**config.mk**
```make
export PLATFORM = sky130hd
export DESIGN_NAME = alu_issue_ctrl
export DESIGN_NICKNAME = d
export VERILOG_FILES = /design/src/rtl/alu_issue_ctrl.sv
export SDC_FILE = /design/constraint.sdc
export NUM_CORES = 1
export LEC_CHECK = 0
export ABC_CLOCK_PERIOD_IN_PS = 13610
export CAP_MARGIN = 0
export CORE_AREA = 2 2 172 174
export CTS_BUF_LIST = sky130_fd_sc_hd__clkbuf_8
export CTS_CLUSTER_DIAMETER = 30
export DETAILED_ROUTE_END_ITERATION = 7
export DIE_AREA = 0 0 174 176
export HOLD_SLACK_MARGIN = 0.12
export SYNTH_ARGS = -nofsm -noshare
export SYNTH_HDL_FRONTEND = slang
export SYNTH_SLANG_ARGS = --single-unit
```
**constraint.sdc**
```tcl
create_clock -name clk -period 13.61 [get_ports clk]
set_input_delay 4.083 -clock clk [delete_from_list [all_inputs] [get_ports clk]]
set_output_delay 4.083 -clock clk [all_outputs]
set_load 0.005 [all_outputs]
```
**src/rtl/alu_issue_ctrl.sv**
```systemverilog
// ALU issue controller: accepts one request, drives the ALU, returns result.
// Optional completed-op counter enabled by defining ALU_OP_COUNT_EN.
module alu_issue_ctrl #(
  parameter int DATAPATH_WIDTH = 64
) (
  input  logic                      clk,
  input  logic                      reset,
  input  logic                      req_valid,
  output logic                      req_ready,
  input  logic [3:0]                req_func,
  input  logic [DATAPATH_WIDTH-1:0] req_a,
  input  logic [DATAPATH_WIDTH-1:0] req_b,
  input  logic [4:0]                req_tag,
  output logic [DATAPATH_WIDTH-1:0] alu_a,
  output logic [DATAPATH_WIDTH-1:0] alu_b,
  output logic [3:0]                alu_ctrl,
  input  logic [DATAPATH_WIDTH-1:0] alu_result,
  input  logic                      alu_zero,
  output logic                      rsp_valid,
  input  logic                      rsp_ready,
  output logic [DATAPATH_WIDTH-1:0] rsp_data,
  output logic [4:0]                rsp_tag,
  output logic                      rsp_taken,
  output logic                      rsp_illegal,
  output logic [31:0]               op_count
);

  typedef enum logic [1:0] {
    IDLE = 2'd0,
    EXEC = 2'd1,
    RESP = 2'd2
  } state_t;

  state_t r_state;
  state_t w_next;

  logic [DATAPATH_WIDTH-1:0] r_alu_a;
  logic [DATAPATH_WIDTH-1:0] r_alu_b;
  logic [3:0]                r_alu_ctrl;
  logic [4:0]                r_tag;
  logic                      r_illegal;
  logic                      r_is_beq;
  logic                      r_is_bne;
  logic                      r_rsp_valid;
  logic [DATAPATH_WIDTH-1:0] r_rsp_data;
  logic [4:0]                r_rsp_tag;
  logic                      r_rsp_taken;
  logic                      r_rsp_illegal;

  logic [3:0] w_ctrl;
  logic       w_illegal;
  logic       w_accept;
  logic       w_rsp_hs;

  assign w_accept = (r_state == IDLE) && req_valid;
  assign w_rsp_hs = r_rsp_valid && rsp_ready;

  // Translate instruction function code into ALU control encoding
  always_comb begin
    w_ctrl    = 4'd0;
    w_illegal = 1'b0;
    unique case (req_func)
      4'h0:    w_ctrl = 4'd1;
      4'h1:    w_ctrl = 4'd2;
      4'h2:    w_ctrl = 4'd3;
      4'h3:    w_ctrl = 4'd4;
      4'h4:    w_ctrl = 4'd5;
      4'h5:    w_ctrl = 4'd6;
      4'h6:    w_ctrl = 4'd7;
      4'h7:    w_ctrl = 4'd8;
      4'h8:    w_ctrl = 4'd9;
      4'h9:    w_ctrl = 4'd2;
      4'hA:    w_ctrl = 4'd2;
      default: w_illegal = 1'b1;
    endcase
  end

  // State register
  always_ff @(posedge clk or posedge reset) begin
    if (reset) r_state <= IDLE;
    else       r_state <= w_next;
  end

  // Next-state logic
  always_comb begin
    w_next = r_state;
    unique case (r_state)
      IDLE:    if (req_valid) w_next = EXEC;
      EXEC:    w_next = RESP;
      RESP:    if (rsp_ready) w_next = IDLE;
      default: w_next = IDLE;
    endcase
  end

  // Operand capture on accept; held between operations
  always_ff @(posedge clk or posedge reset) begin
    if (reset) begin
      r_alu_a    <= '0;
      r_alu_b    <= '0;
      r_alu_ctrl <= '0;
      r_tag      <= '0;
      r_illegal  <= 1'b0;
      r_is_beq   <= 1'b0;
      r_is_bne   <= 1'b0;
    end else if (w_accept) begin
      r_alu_a    <= req_a;
      r_alu_b    <= req_b;
      r_alu_ctrl <= w_ctrl;
      r_tag      <= req_tag;
      r_illegal  <= w_illegal;
      r_is_beq   <= (req_func == 4'h9);
      r_is_bne   <= (req_func == 4'hA);
    end
  end

  // Response capture at end of EXEC, release on handshake
  always_ff @(posedge clk or posedge reset) begin
    if (reset) begin
      r_rsp_valid   <= 1'b0;
      r_rsp_data    <= '0;
      r_rsp_tag     <= '0;
      r_rsp_taken   <= 1'b0;
      r_rsp_illegal <= 1'b0;
    end else if (r_state == EXEC) begin
      r_rsp_valid   <= 1'b1;
      r_rsp_data    <= alu_result;
      r_rsp_tag     <= r_tag;
      r_rsp_illegal <= r_illegal;
      r_rsp_taken   <= (r_is_beq && alu_zero) ||
                       (r_is_bne && !alu_zero);
    end else if (r_state == RESP && rsp_ready) begin
      r_rsp_valid <= 1'b0;
    end
  end

`ifdef ALU_OP_COUNT_EN
  logic [31:0] r_op_count;

  // Count completed response handshakes, wrapping naturally
  always_ff @(posedge clk or posedge reset) begin
    if (reset)         r_op_count <= '0;
    else if (w_rsp_hs) r_op_count <= r_op_count + 32'd1;
  end

  assign op_count = r_op_count;
`else
  logic w_unused_hs;
  assign w_unused_hs = w_rsp_hs;
  assign op_count    = 32'd0;
`endif

  assign req_ready   = (r_state == IDLE);
  assign alu_a       = r_alu_a;
  assign alu_b       = r_alu_b;
  assign alu_ctrl    = r_alu_ctrl;
  assign rsp_valid   = r_rsp_valid;
  assign rsp_data    = r_rsp_data;
  assign rsp_tag     = r_rsp_tag;
  assign rsp_taken   = r_rsp_taken;
  assign rsp_illegal = r_rsp_illegal;

endmodule

```
---- After elaboration in Yosys (flattened, before gate mapping) ----
Index checks and enable logic that the tools add are counted.
W data, S select, Z words.
storage, ports and cells
  register bits ........................... 214
  output and inout port bits .............. 237
operators by class
  equality and inequality tests ........... 14
  mux-type cells .......................... 7
  reductions and logical operators ........ 12
operators with widths
  operator              count
  $pmux W4 S9           1
  $eq A4 B3 Y1 const B  4
  $eq A4 B4 Y1 const B  3
  $reduce_or A11 Y1     1
  $eq A4 B2 Y1 const B  2
  $pmux W2 S3           1
  $eq A4 B1 Y1 const B  1
  $logic_and A1 B1 Y1   4
  $logic_not A4 Y1      1
  $mux W2               2
  $ne A2 B2 Y1 const B  2
  $mux W1               3
  $reduce_or A3 Y1      1
  $eq A2 B1 Y1 const B  1
  $eq A2 B2 Y1 const B  1
  $logic_not A2 Y1      1
  $reduce_and A2 Y1     1
  $reduce_bool A2 Y1    1
  $logic_not A1 Y1      1
  $logic_or A1 B1 Y1    1

---- Longest topological paths before layout ----
  depth after elaboration ................. 4
  mapped depth ............................ 7

---- Least setup slack after synthesis ----
Ideal clock, no wire load.
  path kind ............................... in2reg
  start ................................... input req_valid
  end ..................................... register r_alu_b[0], in the netlist alu_b[0]
  setup time .............................. 0.117 ns
  arrival ................................. 4.954 ns
  slack ................................... 8.540 ns
  cell stages on the path ................. 6
  buffers on the path ..................... 3
  path through ............................ or3b_1 buf_2 buf_6 buf_2 nand2_1 nand2_1
on the way
  longest elaborated chain between the ends .. 1
RTL lines
  what                  line  RTL
  from (decl)           8     input logic req_valid,
  $logic_and A1 B1 Y1   55    assign w_accept = (r_state == IDLE) && req_valid;
  to (signal assigned)  107   r_alu_b <= req_b;
  to (decl)             38    logic [DATAPATH_WIDTH-1:0] r_alu_b;
Every way passes these cells.
A chain may end at the register's enable or synchronous reset.

---- Final worst setup path ----
  start ................................... input req_valid
  end ..................................... register r_alu_ctrl[3], in the netlist alu_ctrl[3]
on the way
  longest elaborated chain between the ends .. 1
RTL lines
  what                  line  RTL
  $logic_and A1 B1 Y1   55
  to (signal assigned)  108   r_alu_ctrl <= w_ctrl;
  to (decl)             39    logic [3:0] r_alu_ctrl;
Every way passes these cells.

==> impl_metrics.env <==
export IMPL_dp_hpwl_um=17400
export IMPL_drive_gt1_frac=0.134
export IMPL_globalplace_congestion=0.777
export IMPL_num_rows=62
export IMPL_slew_viol_final=0
export IMPL_cts_hold_buf=0
export IMPL_ys_warnings_count=0
export IMPL_grt_start_max_net_pins=83
export IMPL_slowest_delay_ps=750
export IMPL_max_freq_mhz=154
export IMPL_period_share=0.478
export IMPL_cp_arrival_ps=6870
export IMPL_cts_buffers=52
export IMPL_cp_slowest_cell="buf_4"
export IMPL_worstSetupPathType="in -> reg"
export IMPL_finalSetupViolations=0
export IMPL_crit_buf_inv=3
export IMPL_drt_iter0_drc=325
export IMPL_grt_overflow=0
export IMPL_status="completed"
export IMPL_area_delta_synth_final_pct=64.4
export IMPL_core_area_um2=28500
export IMPL_initial_utilization=0.294
export IMPL_p_leak_nw=6.43
export IMPL_tns_ps=0
export IMPL_ir_drop_v=0.000102
export IMPL_drt_pass1_iter_count=5
export IMPL_post_cts_buffers=0
export IMPL_met1_usage=0.197
export IMPL_wl_per_cell_um=15.4
export IMPL_htreeDepth=2
export IMPL_clock_latency_ps=560
export IMPL_worstMarginPinSlew_ps=939
export IMPL_num_io_pins=443
export IMPL_stdcell_count=1644
export IMPL_grt_use_met3=0.0612
export IMPL_power_density_nw_per_um2=229
export IMPL_cp_end_kind="flip-flop"
export IMPL_maxSlewHeadroom=0.374
export IMPL_hold_viol=0
export IMPL_clk_pin_slew_ps=50
export IMPL_cp_start_kind="input pin"
export IMPL_ys_ff_latch=214
export IMPL_synth_area_per_cell_um2=10.6
export IMPL_grt_pass1_wl_um=39000
export IMPL_die_w_um=174
export IMPL_min_path_type="reg -> reg"
export IMPL_grt_total_usage=0.160
export IMPL_worst_path_dominant_cell_family="buffers and inverters"
export IMPL_postCtsResizedCells=0
export IMPL_clockRootBuffer="clkbuf_8"
export IMPL_num_nets_final=1428
export IMPL_synth_ff_type="dfrtp_1"
export IMPL_worstPathMaxFanout=77
export IMPL_diodes=0
export IMPL_cts_tree="built"
export IMPL_whs_ps=467
export IMPL_dp_cells=1552
export IMPL_seq_area_frac_synth=0.637
export IMPL_skew_ps=17.9
export IMPL_die_area_um2=30600
export IMPL_grt_antenna_before_repair=0
export IMPL_crit_path_cell_trace="clkdlybuf4s50_1 > or3b_4 > inv_4 > buf_4 > a31oi_1"
export IMPL_use_met2=0.258
export IMPL_grt_busiest_layer="met2"
export IMPL_dr_total_vias=6839
export IMPL_cts_sinks=214
export IMPL_drt_wl_total_um=25300
export IMPL_synth_async_sr_flop_share=1.00
export IMPL_synth_edf_count=0
export IMPL_fin_crit_ps=6500
export IMPL_grt_pass1_vias=6970
export IMPL_ys_types=32
export IMPL_die_h_um=176
export IMPL_postLayoutCoreUtil=0.484
export IMPL_maxCapViolCount=0
export IMPL_cp_required_ps=13980
export IMPL_port_buffers=410
export IMPL_synth_area_um2=8410
export IMPL_cts_buffer_depth=3
export IMPL_rsz0062_at_grt="no"
export IMPL_drc=0
export IMPL_synthCells=796
export IMPL_drtAntennaViolNets=0
export IMPL_via_per_inst=4.16
[layout make-up]
class                      instances  area (um2)
timing repair buffer             415        4140
clock inverter                    29         322
clock buffer                      63         867
tap                              384         480
sequential                       214        5360
multi-input combinational        536        2630
fill                            2739       14700
inverter                           3        21.3
[state kept, by name (all words and copies together), names as in the netlist]
signal / count
r_tag: 5
alu_b: 64
rsp_taken: 1
rsp_tag: 5
alu_ctrl: 4
r_state: 2
rsp_valid: 1
alu_a: 64
r_is_beq: 1
r_is_bne: 1
rsp_illegal: 1
r_illegal: 1
rsp_data: 64
[routing by layer]
layer | wire (um) | up-vias
met4 | 577 | 0
li1 | - | 3291
met3 | 2350 | 47
met1 | 10400 | 3187
met2 | 12000 | 314
met5 | 0 | -
[kinds of logic after synthesis]
kind of cell	share of synthesized area
DFF	0.637
AOI/OAI and AO/OA	0.00893
xor gates and xnor gates	0.00208
other	0.000446
muxes	0.0950
and+or+nand+nor	0.192
buffers and inverters	0.0648
[worst min-delay path, cell delays in order, from the launching register on]
cell and delay (ps):
dfrtp_1 330, nand2_1 50, nand2_1 50
[power by group]
part           switching (W)  internal [W]  total [W]
registers           0.000164      0.000948    0.00111
clock network       0.000318      0.000537   0.000855
logic               0.000458      0.000746    0.00120
total               0.000941       0.00223    0.00317
[through the flow]
stage	power [W]	worst slack [ps]	instance area, um2
finish	0.00317	7110	13800
global route	0.00338	6910	13800
CTS	0.00323	7140	13800
detailed placement	0.00235	6560	12600
global placement	0.00233	6540	12600
floorplan	0.00157	3680	8520
[cells in the final DEF, fill, tap and decap left out, types with 2 or more instances in the layout]
cell             instances
a21o_1                   2
a21oi_1                  3
buf_4                    5
bufinv_16                6
clkbuf_8                63
clkdlybuf4s50_1        410
clkinv_2                10
clkinvlp_4               8
conb_1                  32
dfrtp_1                214
inv_1                    4
inv_8                    2
mux2_2                  70
nand2_1                407
nor2_1                   3
o21ai_0                  2
[Yosys cell counts, types with 2 or more instances]
| master | count | area share |
|---|---|---|
| o21ai_0 | 2 | 0.0012 |
| inv_1 | 2 | 0.00089 |
| nand2_1 | 407 | 0.18 |
| buf_2 | 20 | 0.012 |
| buf_4 | 33 | 0.029 |
| buf_6 | 14 | 0.019 |
| a21oi_1 | 3 | 0.0018 |
| a21o_1 | 2 | 0.0018 |
| mux2_2 | 70 | 0.094 |
| clkbuf_1 | 6 | 0.0027 |
| nor2_1 | 3 | 0.0013 |
| dfrtp_1 | 214 | 0.64 |
[path summary, 6_finish.rpt]
kind                       slack [ps]           to        from  cells past startpoint
min reg2reg                       470    alu_b[41]   alu_b[41]                      2
max in group asynchronous        8230    alu_b[20]       reset                      3
min                               470    alu_b[41]   alu_b[41]                      2
max reg2reg                     10620  alu_ctrl[3]  r_state[1]                      4
min in group asynchronous        3990    alu_b[42]       reset                      2
max                              7110  alu_ctrl[3]   req_valid                      5
Power figures use the tool's default switching activity.
